==> src/rtl/rv_mc_pkg.sv <==
// rv_mc_pkg: shared definitions for the multicycle RV32I controller.
//   state_e     : FSM states (4-bit, exported on state_o)
//   OP_*        : RV32I major opcodes understood by the controller
//   *_e         : datapath mux / ALU encodings driven by the controller
//   op_class()  : opcode -> ALU decoding class
//   imm_sel()   : opcode -> immediate format
package rv_mc_pkg;

  typedef enum logic [3:0] {
    S_FETCH    = 4'd0,
    S_DECODE   = 4'd1,
    S_MEMADR   = 4'd2,
    S_MEMREAD  = 4'd3,
    S_MEMWRITE = 4'd4,
    S_MEMWB    = 4'd5,
    S_EXECR    = 4'd6,
    S_EXECI    = 4'd7,
    S_ALUWB    = 4'd8,
    S_BRANCH   = 4'd9,
    S_JAL      = 4'd10,
    S_JALR     = 4'd11,
    S_LUI      = 4'd12,
    S_TRAP     = 4'd13
  } state_e;

  localparam logic [6:0] OP_LOAD   = 7'b0000011;
  localparam logic [6:0] OP_STORE  = 7'b0100011;
  localparam logic [6:0] OP_RTYPE  = 7'b0110011;
  localparam logic [6:0] OP_ITYPE  = 7'b0010011;
  localparam logic [6:0] OP_BRANCH = 7'b1100011;
  localparam logic [6:0] OP_JAL    = 7'b1101111;
  localparam logic [6:0] OP_JALR   = 7'b1100111;
  localparam logic [6:0] OP_LUI    = 7'b0110111;

  typedef enum logic [2:0] {
    ALU_ADD = 3'b000,
    ALU_SUB = 3'b001,
    ALU_AND = 3'b010,
    ALU_OR  = 3'b011,
    ALU_SLT = 3'b100,
    ALU_XOR = 3'b101
  } alu_ctrl_e;

  typedef enum logic [1:0] {
    SRCA_PC    = 2'b00,
    SRCA_OLDPC = 2'b01,
    SRCA_RD1   = 2'b10
  } srca_e;

  typedef enum logic [1:0] {
    SRCB_RD2  = 2'b00,
    SRCB_IMM  = 2'b01,
    SRCB_FOUR = 2'b10
  } srcb_e;

  typedef enum logic [1:0] {
    RES_ALUOUT    = 2'b00,
    RES_DATA      = 2'b01,
    RES_ALURESULT = 2'b10,
    RES_IMM       = 2'b11
  } result_e;

  typedef enum logic [2:0] {
    IMM_I = 3'b000,
    IMM_S = 3'b001,
    IMM_B = 3'b010,
    IMM_J = 3'b011,
    IMM_U = 3'b100
  } imm_e;

  typedef enum logic [1:0] {
    CLS_OTHER = 2'b00,
    CLS_R     = 2'b01,
    CLS_I     = 2'b10,
    CLS_B     = 2'b11
  } op_class_e;

  function automatic op_class_e op_class(input logic [6:0] op);
    case (op)
      OP_RTYPE:  return CLS_R;
      OP_ITYPE:  return CLS_I;
      OP_BRANCH: return CLS_B;
      default:   return CLS_OTHER;
    endcase
  endfunction

  function automatic imm_e imm_sel(input logic [6:0] op);
    case (op)
      OP_STORE:  return IMM_S;
      OP_BRANCH: return IMM_B;
      OP_JAL:    return IMM_J;
      OP_LUI:    return IMM_U;
      default:   return IMM_I;
    endcase
  endfunction

endpackage

==> src/rtl/rv_mc_controller_alu_decoder.sv <==
// rv_alu_decoder: combinational ALU operation decode.
//   op_class      in  2  op_class_e of the current instruction
//   func3         in  3  IR[14:12]
//   func7b5       in  1  IR[30]
//   alu_ctrl      out 3  ALU operation for EXECR/EXECI/BRANCH
//   func3_illegal out 1  func3 not supported for this class
module rv_alu_decoder
  import rv_mc_pkg::*;
(
  input  logic [1:0] op_class,
  input  logic [2:0] func3,
  input  logic       func7b5,
  output logic [2:0] alu_ctrl,
  output logic       func3_illegal
);

  op_class_e cls;
  assign cls = op_class_e'(op_class);

  always_comb begin
    alu_ctrl      = ALU_ADD;
    func3_illegal = 1'b0;
    case (cls)
      CLS_R, CLS_I: begin
        case (func3)
          // Only register-register ops have a SUB form; ADDI ignores IR[30].
          3'b000:  alu_ctrl = (cls == CLS_R && func7b5) ? ALU_SUB : ALU_ADD;
          3'b111:  alu_ctrl = ALU_AND;
          3'b110:  alu_ctrl = ALU_OR;
          3'b010:  alu_ctrl = ALU_SLT;
          3'b100:  alu_ctrl = ALU_XOR;
          default: func3_illegal = 1'b1;
        endcase
      end
      CLS_B: begin
        alu_ctrl = ALU_SUB;
        case (func3)
          3'b000, 3'b001, 3'b100, 3'b101: func3_illegal = 1'b0;
          default:                        func3_illegal = 1'b1;
        endcase
      end
      default: ;
    endcase
  end

endmodule

==> src/rtl/rv_mc_controller.sv <==
// rv_mc_controller: multicycle RV32I control FSM with memory handshake.
//   clk, rst (sync, active-low)
//   opcode/func3/func7  instruction fields from IR
//   zero/sign           ALU flags for branch resolution
//   mem_ready           memory completes current access
//   PCWrite, AdrSrc, MemWrite, IRWrite, RegWrite  datapath strobes
//   ResultSrc, ALUSrcA, ALUSrcB, ALUControl, ImmSrc  datapath selects
//   mem_req, illegal, state_o  memory request, trap flag, debug state
module rv_mc_controller
  import rv_mc_pkg::*;
#(
  parameter logic MEM_HANDSHAKE = 1'b1,
  parameter logic TRAP_EN       = 1'b1
)(
  input  logic       clk,
  input  logic       rst,
  input  logic [6:0] opcode,
  input  logic [2:0] func3,
  input  logic [6:0] func7,
  input  logic       zero,
  input  logic       sign,
  input  logic       mem_ready,
  output logic       PCWrite,
  output logic       AdrSrc,
  output logic       MemWrite,
  output logic       IRWrite,
  output logic       RegWrite,
  output logic [1:0] ResultSrc,
  output logic [1:0] ALUSrcA,
  output logic [1:0] ALUSrcB,
  output logic [2:0] ALUControl,
  output logic [2:0] ImmSrc,
  output logic       mem_req,
  output logic       illegal,
  output logic [3:0] state_o
);

  state_e     state_q, state_d;
  logic       ready;
  logic       known_op;
  logic       decode_illegal;
  logic       taken;
  logic [2:0] dec_alu;
  logic       dec_f3_illegal;
  op_class_e  cls;
  logic       pc_write, adr_src, mem_write, ir_write, reg_write, req, trap;
  logic [5:0] unused_func7;

  assign unused_func7 = {func7[6], func7[4:0]};
  assign ready        = MEM_HANDSHAKE ? mem_ready : 1'b1;
  assign cls          = op_class(opcode);
  assign ImmSrc       = imm_sel(opcode);
  assign state_o      = state_q;

  rv_alu_decoder u_alu_dec (
    .op_class      (cls),
    .func3         (func3),
    .func7b5       (func7[5]),
    .alu_ctrl      (dec_alu),
    .func3_illegal (dec_f3_illegal)
  );

  always_comb begin
    known_op = 1'b0;
    case (opcode)
      OP_LOAD, OP_STORE, OP_RTYPE, OP_ITYPE,
      OP_BRANCH, OP_JAL, OP_JALR, OP_LUI: known_op = 1'b1;
      default: known_op = 1'b0;
    endcase
  end

  assign decode_illegal = !known_op || dec_f3_illegal;

  always_comb begin
    case (func3)
      3'b000:  taken = zero;
      3'b001:  taken = !zero;
      3'b100:  taken = sign;
      3'b101:  taken = !sign;
      default: taken = 1'b0;
    endcase
  end

  // State register
  always_ff @(posedge clk) begin
    if (!rst) state_q <= S_FETCH;
    else      state_q <= state_d;
  end

  // Next-state logic
  always_comb begin
    state_d = state_q;
    case (state_q)
      S_FETCH:    state_d = ready ? S_DECODE : S_FETCH;
      S_DECODE: begin
        if (decode_illegal) begin
          state_d = TRAP_EN ? S_TRAP : S_FETCH;
        end else begin
          case (opcode)
            OP_LOAD, OP_STORE: state_d = S_MEMADR;
            OP_RTYPE:          state_d = S_EXECR;
            OP_ITYPE:          state_d = S_EXECI;
            OP_BRANCH:         state_d = S_BRANCH;
            OP_JAL:            state_d = S_JAL;
            OP_JALR:           state_d = S_JALR;
            OP_LUI:            state_d = S_LUI;
            default:           state_d = S_FETCH;
          endcase
        end
      end
      S_MEMADR: begin
        if (opcode == OP_LOAD)       state_d = S_MEMREAD;
        else if (opcode == OP_STORE) state_d = S_MEMWRITE;
        else                         state_d = S_FETCH;
      end
      S_MEMREAD:  state_d = ready ? S_MEMWB : S_MEMREAD;
      S_MEMWRITE: state_d = ready ? S_FETCH : S_MEMWRITE;
      S_MEMWB:    state_d = S_FETCH;
      S_EXECR:    state_d = S_ALUWB;
      S_EXECI:    state_d = S_ALUWB;
      S_ALUWB:    state_d = S_FETCH;
      S_BRANCH:   state_d = S_FETCH;
      S_JALR:     state_d = S_JAL;
      S_JAL:      state_d = S_ALUWB;
      S_LUI:      state_d = S_FETCH;
      S_TRAP:     state_d = S_TRAP;
      default:    state_d = S_FETCH;
    endcase
  end

  // Moore outputs; strobes are gated by reset below
  always_comb begin
    pc_write   = 1'b0;
    adr_src    = 1'b0;
    mem_write  = 1'b0;
    ir_write   = 1'b0;
    reg_write  = 1'b0;
    req        = 1'b0;
    trap       = 1'b0;
    ResultSrc  = RES_ALUOUT;
    ALUSrcA    = SRCA_PC;
    ALUSrcB    = SRCB_RD2;
    ALUControl = ALU_ADD;
    case (state_q)
      S_FETCH: begin
        req       = 1'b1;
        ALUSrcB   = SRCB_FOUR;
        ResultSrc = RES_ALURESULT;
        ir_write  = ready;
        pc_write  = ready;
      end
      S_DECODE: begin
        ALUSrcA = SRCA_OLDPC;
        ALUSrcB = SRCB_IMM;
      end
      S_MEMADR: begin
        ALUSrcA = SRCA_RD1;
        ALUSrcB = SRCB_IMM;
      end
      S_MEMREAD: begin
        req     = 1'b1;
        adr_src = 1'b1;
      end
      S_MEMWRITE: begin
        req       = 1'b1;
        adr_src   = 1'b1;
        mem_write = ready;
      end
      S_MEMWB: begin
        ResultSrc = RES_DATA;
        reg_write = 1'b1;
      end
      S_EXECR: begin
        ALUSrcA    = SRCA_RD1;
        ALUSrcB    = SRCB_RD2;
        ALUControl = dec_alu;
      end
      S_EXECI: begin
        ALUSrcA    = SRCA_RD1;
        ALUSrcB    = SRCB_IMM;
        ALUControl = dec_alu;
      end
      S_ALUWB: begin
        reg_write = 1'b1;
      end
      S_BRANCH: begin
        ALUSrcA    = SRCA_RD1;
        ALUSrcB    = SRCB_RD2;
        ALUControl = ALU_SUB;
        pc_write   = taken;
      end
      S_JALR: begin
        ALUSrcA = SRCA_RD1;
        ALUSrcB = SRCB_IMM;
      end
      S_JAL: begin
        pc_write = 1'b1;
        ALUSrcA  = SRCA_OLDPC;
        ALUSrcB  = SRCB_FOUR;
      end
      S_LUI: begin
        ResultSrc = RES_IMM;
        reg_write = 1'b1;
      end
      S_TRAP: begin
        trap = 1'b1;
      end
      default: ;
    endcase
  end

  // Reset masks side effects in the same cycle so an in-flight write never lands.
  assign PCWrite  = rst & pc_write;
  assign AdrSrc   = rst & adr_src;
  assign MemWrite = rst & mem_write;
  assign IRWrite  = rst & ir_write;
  assign RegWrite = rst & reg_write;
  assign mem_req  = rst & req;
  assign illegal  = rst & trap;

endmodule

==> config.mk <==
export PLATFORM = sky130hd
export DESIGN_NAME = rv_mc_controller
export DESIGN_NICKNAME = d
export VERILOG_FILES = /design/src/rtl/rv_mc_pkg.sv /design/src/rtl/rv_mc_controller_alu_decoder.sv /design/src/rtl/rv_mc_controller.sv
export SDC_FILE = /design/constraint.sdc
export NUM_CORES = 1
export LEC_CHECK = 0
export CORE_AREA = 5 5 52 54
export CTS_CLUSTER_SIZE = 8
export DETAILED_ROUTE_END_ITERATION = 6
export DIE_AREA = 0 0 57 59
export PLACE_DENSITY = 0.83
export SYNTH_ARGS = -nofsm -noshare
export SYNTH_HDL_FRONTEND = slang
export SYNTH_SLANG_ARGS = --single-unit
export TNS_END_PERCENT = 10
==> constraint.sdc <==
create_clock -name clk -period 3.2 [get_ports clk]
set_input_delay 0.64 -clock clk [delete_from_list [all_inputs] [get_ports clk]]
set_output_delay 0.64 -clock clk [all_outputs]
set_load 0.02 [all_outputs]
# Yosys cells after proc, flatten, opt, wreduce, memory -nomap -nowiden
# Cells that the tools add are included.
# Widths: inputs -> output; s select.
# word_totals
output_inout_bits,23
regBits,4
wordCells,88
# classes
n_reduce_logical,21
bitwise_logic,7
eq_ne,30
n_mux,29
# op_table
cell,count
$pmux 4 s8,1
$pmux 4 s7,1
$eq 4x4->1 const B,6
$eq 7x6->1 const B,3
$eq 7x7->1 const B,3
$eq 4x3->1 const B,4
$pmux 3 s5,1
$eq 3x3->1 const B,4
$mux 3,4
$pmux 2 s3,2
$pmux 3 s2,2
$pmux 3 s4,1
$reduce_or 2->1,6
$mux 1,11
$reduce_or 5->1,2
$reduce_or 3->1,3
$eq 4x2->1 const B,2
$pmux 2 s2,2
$reduce_or 4->1,2
$reduce_or 8->1,1
$and 1x1->1,7
$eq 7x2->1 const B,1
$eq 7x5->1 const B,1
$eq 2x2->1 const B,2
other kinds (13),15

# Depth between registers and ports, before layout
# Gate-level depths: netlist of run 1.
# logic_depth
word_depth,8
depth_mapped,9
ltp_nobuf,9

# Modules after synthesis
# From an unflattened synthesis of run 1, not the netlist that was laid out.
# unflattened
hier_cells,137
hier_area_um2,893.4
# modules_own_cells
module,cells_each,instances,area_per_inst_um2
rv_mc_controller,121,1,774.5
rv_alu_decoder,16,1,118.9

# Least setup slack after synthesis of run 1
# Ideal clock, no wire load.
# synth_timing
kind,input to output
from,in opcode[3]
to,out ALUControl[0]
stages,8
required_ns,2.560
arrival_ns,2.326
setup_slack_ns,0.234
path_buffers,1
path_cell_list,buf_2 > nor3_1 > o211a_1 > inv_1 > ha_1 > nor3b_2 > nand2_1 > o31ai_1
# synth_between
elab_chain_len,8
elab_cells_between_ends,13
classes_between,6 x eq/ne; 5 x mux; 2 x reduce/logical
# synth_lines
item,line,rtl
start: declaration,rv_mc_controller.sv:17,"input logic [6:0] opcode,"
$eq 7x7->1 (tied with other cells),rv_mc_pkg.sv:79,case (op)
$pmux 2 s3 (*),rv_mc_pkg.sv:79,
$eq 2x1->1,"rv_mc_controller_alu_decoder.sv:23, rv_mc_controller_alu_decoder.sv:27",
$logic_and 1x1->1,rv_mc_controller_alu_decoder.sv:27,3'b000: alu_ctrl = (cls == CLS_R && func7b5) ? ALU_SUB : ALU_ADD;
$mux 1,rv_mc_controller_alu_decoder.sv:27,
$pmux 3 s5,rv_mc_controller_alu_decoder.sv:25,case (func3)
$pmux 3 s2 (*),rv_mc_controller_alu_decoder.sv:23,case (cls)
$pmux 3 s2 (*),rv_mc_controller.sv:144,case (state_q)
end: declaration,rv_mc_controller.sv:31,"output logic [2:0] ALUControl,"
# Every way passes the cells marked *; elsewhere a longest branch is shown, timed or not.

# Final worst setup path of run 1
# layout_timing
from,in func3[2]
to,out PCWrite
# layout_between
elab_chain_len,4
elab_cells_between_ends,7
classes_between,3 x eq/ne; 2 x mux; 1 x bitwise; 1 x reduce/logical
# layout_lines
item,line,rtl
start: declaration,rv_mc_controller.sv:18,"input logic [2:0] func3,"
$eq 3x3->1 (tied with other cells),rv_mc_controller.sv:75,case (func3)
$pmux 1 s4 (*),rv_mc_controller.sv:75,
$pmux 1 s3 (*),rv_mc_controller.sv:144,
$and 1x1->1 (*),rv_mc_controller.sv:213,assign PCWrite = rst & pc_write;
end: declaration,rv_mc_controller.sv:23,"output logic PCWrite,"
# Marked as above.

==> results of run 1 <==
worst max-delay path, cell delays in order:
cell and delay [ns]:
clkdlybuf4s50_1 0.58, mux2i_1 0.24, xnor2_1 0.14, a32oi_1 0.12
nor2_1 0.10, clkdlybuf4s50_1 0.61
metal layers:
metal  routed length (µm)  vias up  track usage, %  part of all wire, %
li1                     -      596               -                    -
met2                 1480       53            30.2                   52
met1                 1150      526            18.7                   41
met5                    0        -               0                    0
met3                  197        0            2.83                  7.0
met4                    0        0            4.64                    0
cells by family after synthesis:
logic type	Yosys count	synth area share, %
and+or+nand+nor	71	42.4
AOI/OAI and AO/OA	36	26.7
buffers and inverters	18	9.18
xor gates and xnor gates	5	4.94
DFF	4	9.04
muxes	3	3.53
adders and majority gates	3	4.24
through the flow:
stage	power [mW]	hold slack (ns)	cells	cell area, µm²
floorplan	0.423	0.751	140	886
global placement	0.627	0.689	216	1390
detailed placement	0.640	0.696	216	1390
CTS	0.703	0.700	219	1410
global route	0.754	0.746	220	1430
finish	0.702	0.699	220	1430
cells in the mapped netlist, types with 2 or more instances:
| cell | instances | share of area, % |
|---|---|---|
| a21oi_1 | 8 | 4.5 |
| a22oi_1 | 2 | 1.7 |
| a31oi_1 | 4 | 2.8 |
| a32oi_1 | 3 | 3.0 |
| and2_1 | 3 | 2.1 |
| buf_2 | 5 | 2.8 |
| dfxtp_1 | 4 | 9.0 |
| ha_1 | 3 | 4.2 |
| inv_1 | 10 | 4.2 |
| mux2i_1 | 2 | 2.3 |
| nand2_1 | 15 | 6.4 |
| nand2b_1 | 6 | 4.2 |
| nand3_1 | 7 | 4.0 |
| nor2_1 | 18 | 7.6 |
| nor2b_1 | 5 | 3.5 |
| nor3_1 | 7 | 4.0 |
| nor3b_2 | 2 | 2.8 |
| o21ai_0 | 7 | 4.0 |
| o22ai_1 | 2 | 1.4 |
| o31ai_1 | 2 | 1.7 |
| xnor2_1 | 3 | 3.0 |
| xor2_1 | 2 | 2.0 |
layout by cell type, fill, tap and decap left out, types with 2 or more instances in the layout:
cell type        netlist  routed
a21oi_1                8       8
nor2_1                18      18
dfxtp_1                4       4
nor3_1                 7       5
buf_2                  5       3
nand3_1                7       7
dlygate4sd2_1          0       2
o22ai_1                2       2
a32oi_1                3       3
buf_4                  0      18
nor3b_2                2       2
o31ai_1                2       2
o21ai_0                7       7
xor2_1                 2       2
xnor2_1                3       3
inv_1                 10      10
nand2b_1               6       6
a31oi_1                4       4
dlymetal6s2s_1         0       2
mux2i_1                2       2
nand2_1               15      14
ha_1                   3       2
nor2b_1                5       5
and2_1                 3       3
a22oi_1                2       2
clkdlybuf4s50_1        0      31
clkbuf_4               0       3
path summary, 6_finish.rpt:
kind | cells after the start | startpoint | to | slack, ns
min | 3 | state_o[1]$_SDFF_PN0_ | state_o[3]$_SDFF_PN0_ | 0.70
max | 6 | func3[2] | PCWrite | 0.12
min reg2reg | 3 | state_o[1]$_SDFF_PN0_ | state_o[3]$_SDFF_PN0_ | 0.70
max reg2reg | 6 | state_o[3]$_SDFF_PN0_ | state_o[0]$_SDFF_PN0_ | 1.47
power by group:
group          leakage (nW)  switching [mW]  internal (mW)
combinational         0.568           0.276          0.240
sequential           0.0327          0.0607         0.0647
clock                0.0138          0.0192         0.0418
layout make-up:
| cell class | instances | area share, % |
|---|---|---|
| timing repair buffer | 56 | 35.2 |
| multi-input combinational | 118 | 52.2 |
| tap | 28 | 2.45 |
| clock buffer | 3 | 1.58 |
| sequential | 4 | 5.61 |
| inverter | 11 | 2.89 |
repair_timing:
action                                  in CTS  in global routing
endpoints found under the setup margin       3                  3
pin swaps                                    0                  6
buffers inserted                             0                  1
gates resized for setup                     16                  7
==> impl_results.md, run 1 <==
- Setup crit start kind: input port
- Ant. Diodes: 0
- Syn_nets: around 170
- Final GP Congestion: 0.863
- Final core occ: 65.8%
- Boundary pin count: between 40 and 50
- CTS max path bufs: 2
- Max-Cap Viols: 0
- Max_slew headroom: 57.9%
- Setup TNS: 0 ns
- Width of the chip: 57 µm
- DIE HEIGHT: 59 µm
- Fin. Hold Viols: 0
- Min Tclk post-route: 3.08 ns
- Drt pass-1 iters: 4
- Main synth FF type: dfxtp_1
- ANT nets after route: 0
- Mapped Cells: 140
- Final nets: ~220
- First-pass GRT wire length: roughly 4500 µm
- Synth Register Bits: 4
- Crit path capture type: primary output
- Mean Syn Cell Area: around 6.3 µm²
- Fillers: 219
- DR vias: ~1200
- Setup violators final: 0
- Post-synth EDFFs: 0
- Highest clock rate: 325 MHz
- Initial core utilization: 40.8%
- Worst setup margin: 0.122 ns
- Detailed-placement wirelength estimate: 2320 µm
- Pwr/cell area: 492 mW/mm²
- WL/cell: ~13 µm
- Initial antenna violation count: 0
- RSZ-0062 raised after global routing: no
- Htree depth: 1
- CTS tree: yes
- Hold Crit Class: reg -> reg
- Die ar.: 0.00336 mm²
- DRC viols: 0
- Area delta synth->final: 61.2%
- Status: completed
- Largest net degree at the start of global routing: 21
- Vias per cell: 5.34
- Global route overflow: 0
- Core area: between 0.002 and 0.0025 mm²
- Number of synthesis warnings: 0
- CTS Sinks: 4
- Num CTS Buffers: 3
- Mapped Area: 886 µm²
- Max reg flops: 4
- Clk root buf: clkbuf_4
- Area of the multi-input gates: 746 µm²
- Hold-fix buffers at CTS: 0
- IO Port Bufs: 38
- Worst Path Required: 2.56 ns
- Drt initial violations: 37
- Worst vdd ir: 0.000380 V
- Fin crit share: between 90% and 100%
- Overall Global Routing Usage: 16.1%
- Crit path kind: in -> out
- Total wire length: 2820 µm
- Leakage: 0.615 nW
- Clk pin slew, worst setup/hold paths: 0.04 ns
- FP Rows: 17
- Crit path DAT: between 2 and 2.5 ns
- Latest clock arrival within the worst-skew pair: between 0.2 and 0.25 ns
- CP Max Fanout: 4
- Max Clock Skew: about 0.0044 ns
- Fraction of registers with async set/reset: 0%
- Share of layout cells above drive strength 1: 18.8%
- Register Area: 80.1 µm²
- Vias in the first global route: 1080
- Distinct cell type count after synthesis: 42
- Pre-CTS setup slack: -0.522 ns
- Worst Max-Slew Pin Slew: ~0.63 ns
- Sequential element share of the synthesized area: 9.04%
- Fin. max-slew vios: 0
(Power assumes the default switching activity.)
==> run 2: changes to the inputs <==
SKIP_LAST_GASP = 1   (was not set)
==> results of run 2 <==
Final layout, timing and power as in run 1 (identical DEF).
==> RTL change (flow settings as in run 2) <==
The parameter `MEM_HANDSHAKE` goes from 1'b1 to 1'b0.
--- a/src/rtl/rv_mc_controller.sv
+++ b/src/rtl/rv_mc_controller.sv
@@ -9,7 +9,7 @@
 module rv_mc_controller
   import rv_mc_pkg::*;
 #(
-  parameter logic MEM_HANDSHAKE = 1'b1,
+  parameter logic MEM_HANDSHAKE = 1'b0,
   parameter logic TRAP_EN       = 1'b1
 )(
   input  logic       clk,
Behaviour: not the same (Yosys sat finds a counterexample within 4 cycles, from zero or initial values and one cycle with rst low).
==> RTL change against run 2 <==
- synthesized area is 9.2% lower
- sequential share of layout area is 0.57 points higher
- worst setup slack worse by 110 ps
- critical path type unchanged
- power is 1.0% lower
- wire length is 16% lower
- final area is 9.3% lower
- sequential power is 30% lower
- sequential cell count stayed put
==> RTL change: results (changes against run 2) <==
- The internal power came to 0.366 mW (+5.5%).
- Met2 usage: 27.2% (-2.9 points)
- Placed instance area: 1270 um2 (-8.8%)
- Register-to-register setup slack: 1410 ps (-60 ps)
- The critical path starts at opcode[2].
- Termination of the worst setup path: ImmSrc[0]
- Largest vdd supply drop: 0.290 mV (-24%)
- The placed instance count came to 192 (-11%).
* FF-to-FF path depth: 5 (-1)
- Static leakage: 0.515 nW (-16%)
- Routed length per placed instance: 12.1 um (-5.5%)
- Delay contributed by the slowest stage of the critical path: 650 ps (+40 ps)
- The switching power came to 0.330 mW (-7.4%).
* Final weighted congestion of routability-driven global placement: 0.833 (-3.5%)
* Met3 track utilization from global routing: 2.61% (-0.22 points)
- Number of global-route vias before repair: 959 (-11%)
- The number of nets in the layout was 194 (-11%).
- The global-route met1 utilization is 15.5% (-3.2 points).
- Yosys attributes the largest share of cell area to dfxtp_1 (10%), nor3_1 (7.5%), nand2_1 (6.1%).
* First-pass GRT wire length: 3930 um (-12%)
- The combinational group share of total power is 78.9% (+5.4 points).
* Post-route clock skew: 3.37 ps (-1.00 ps)
- The number of instances in the synthesized netlist was 122 (-13%).
- The final wirelength came to 2360 um (-16%).
* Drt first-iter violations: 20 (-46%)
- Highest fanout seen on the critical path: 8 (+4)
- Number of fill cells in the layout: 213 (-2.7%)
- The max-slew headroom at the worst pin came to 54.4% (-3.6 points).
- Compared with the post-synthesis result, the final layout area differs by 61.0%.
- The number of vias per cell after detailed routing came to 5.34 (about the same).
* Source of the worst register-to-register timing path: state_o[1]$_SDFF_PN0_
- The largest net degree at the start of global routing came to 20 (-4.8%).
* Status: finished clean
- Global-route usage over all layers: 14.1% (-2.1 points)
* Arrival time reported for the critical path endpoint: 2550 ps (+110 ps)
- List of most frequent post-synthesis cells: nand2_1 (13), nor3_1 (12), nor2_1 (11), a21oi_1 (8)
- Sequential element share of the synthesized area: 9.95% (+0.91 points)
RTL change: layout make-up:
cell class | instances | share of cell area [%]
tap | 28 | 2.71
timing repair buffer | 51 | 35.9
sequential | 4 | 6.18
multi-input combinational | 103 | 51.7
clock buffer | 3 | 1.74
inverter | 6 | 1.74
RTL change: kinds of logic after synthesis:
kind of cell	share of synthesized area, %
mux	3.73
buf+inv	8.86
simple gates	41.7
fa+ha+maj	4.67
flops	9.95
compound gates	24.6
xor+xnor	6.53
RTL change: metal layers:
layer | share of wire [%] | routed length (um)
met2 | 50 | 1170
met1 | 44 | 1040
met5 | 0 | 0
met3 | 6.3 | 150
met4 | 0 | 0
RTL change: timing repair:
action	in CTS	in global routing
gates cloned	0	0
pin swaps	0	1
resized for setup	10	7
endpoints found under the setup margin	4	4
hold endpoints to repair	0	0
RTL change: worst min path at each step:
stage          slack (ps)               endpoint                   from  cells past startpoint
2_1_floorplan         730  state_o[3]$_SDFF_PN0_  state_o[2]$_SDFF_PN0_                      3
3_3_place_gp          730  state_o[2]$_SDFF_PN0_  state_o[0]$_SDFF_PN0_                      3
3_5_place_dp          730  state_o[0]$_SDFF_PN0_  state_o[0]$_SDFF_PN0_                      3
4_1_cts               740  state_o[0]$_SDFF_PN0_  state_o[0]$_SDFF_PN0_                      3
5_1_grt               760  state_o[0]$_SDFF_PN0_  state_o[0]$_SDFF_PN0_                      3
6_report              740  state_o[0]$_SDFF_PN0_  state_o[0]$_SDFF_PN0_                      3
RTL change: metrics by stage:
stage / hold slack (ps) / setup slack, ps
3_5_place_dp: 733 / -453
6_report: 741 / 14.1
2_1_floorplan: 734 / 231
3_3_place_gp: 733 / -391
4_1_cts: 736 / -41.8
5_1_grt: 762 / -65.3
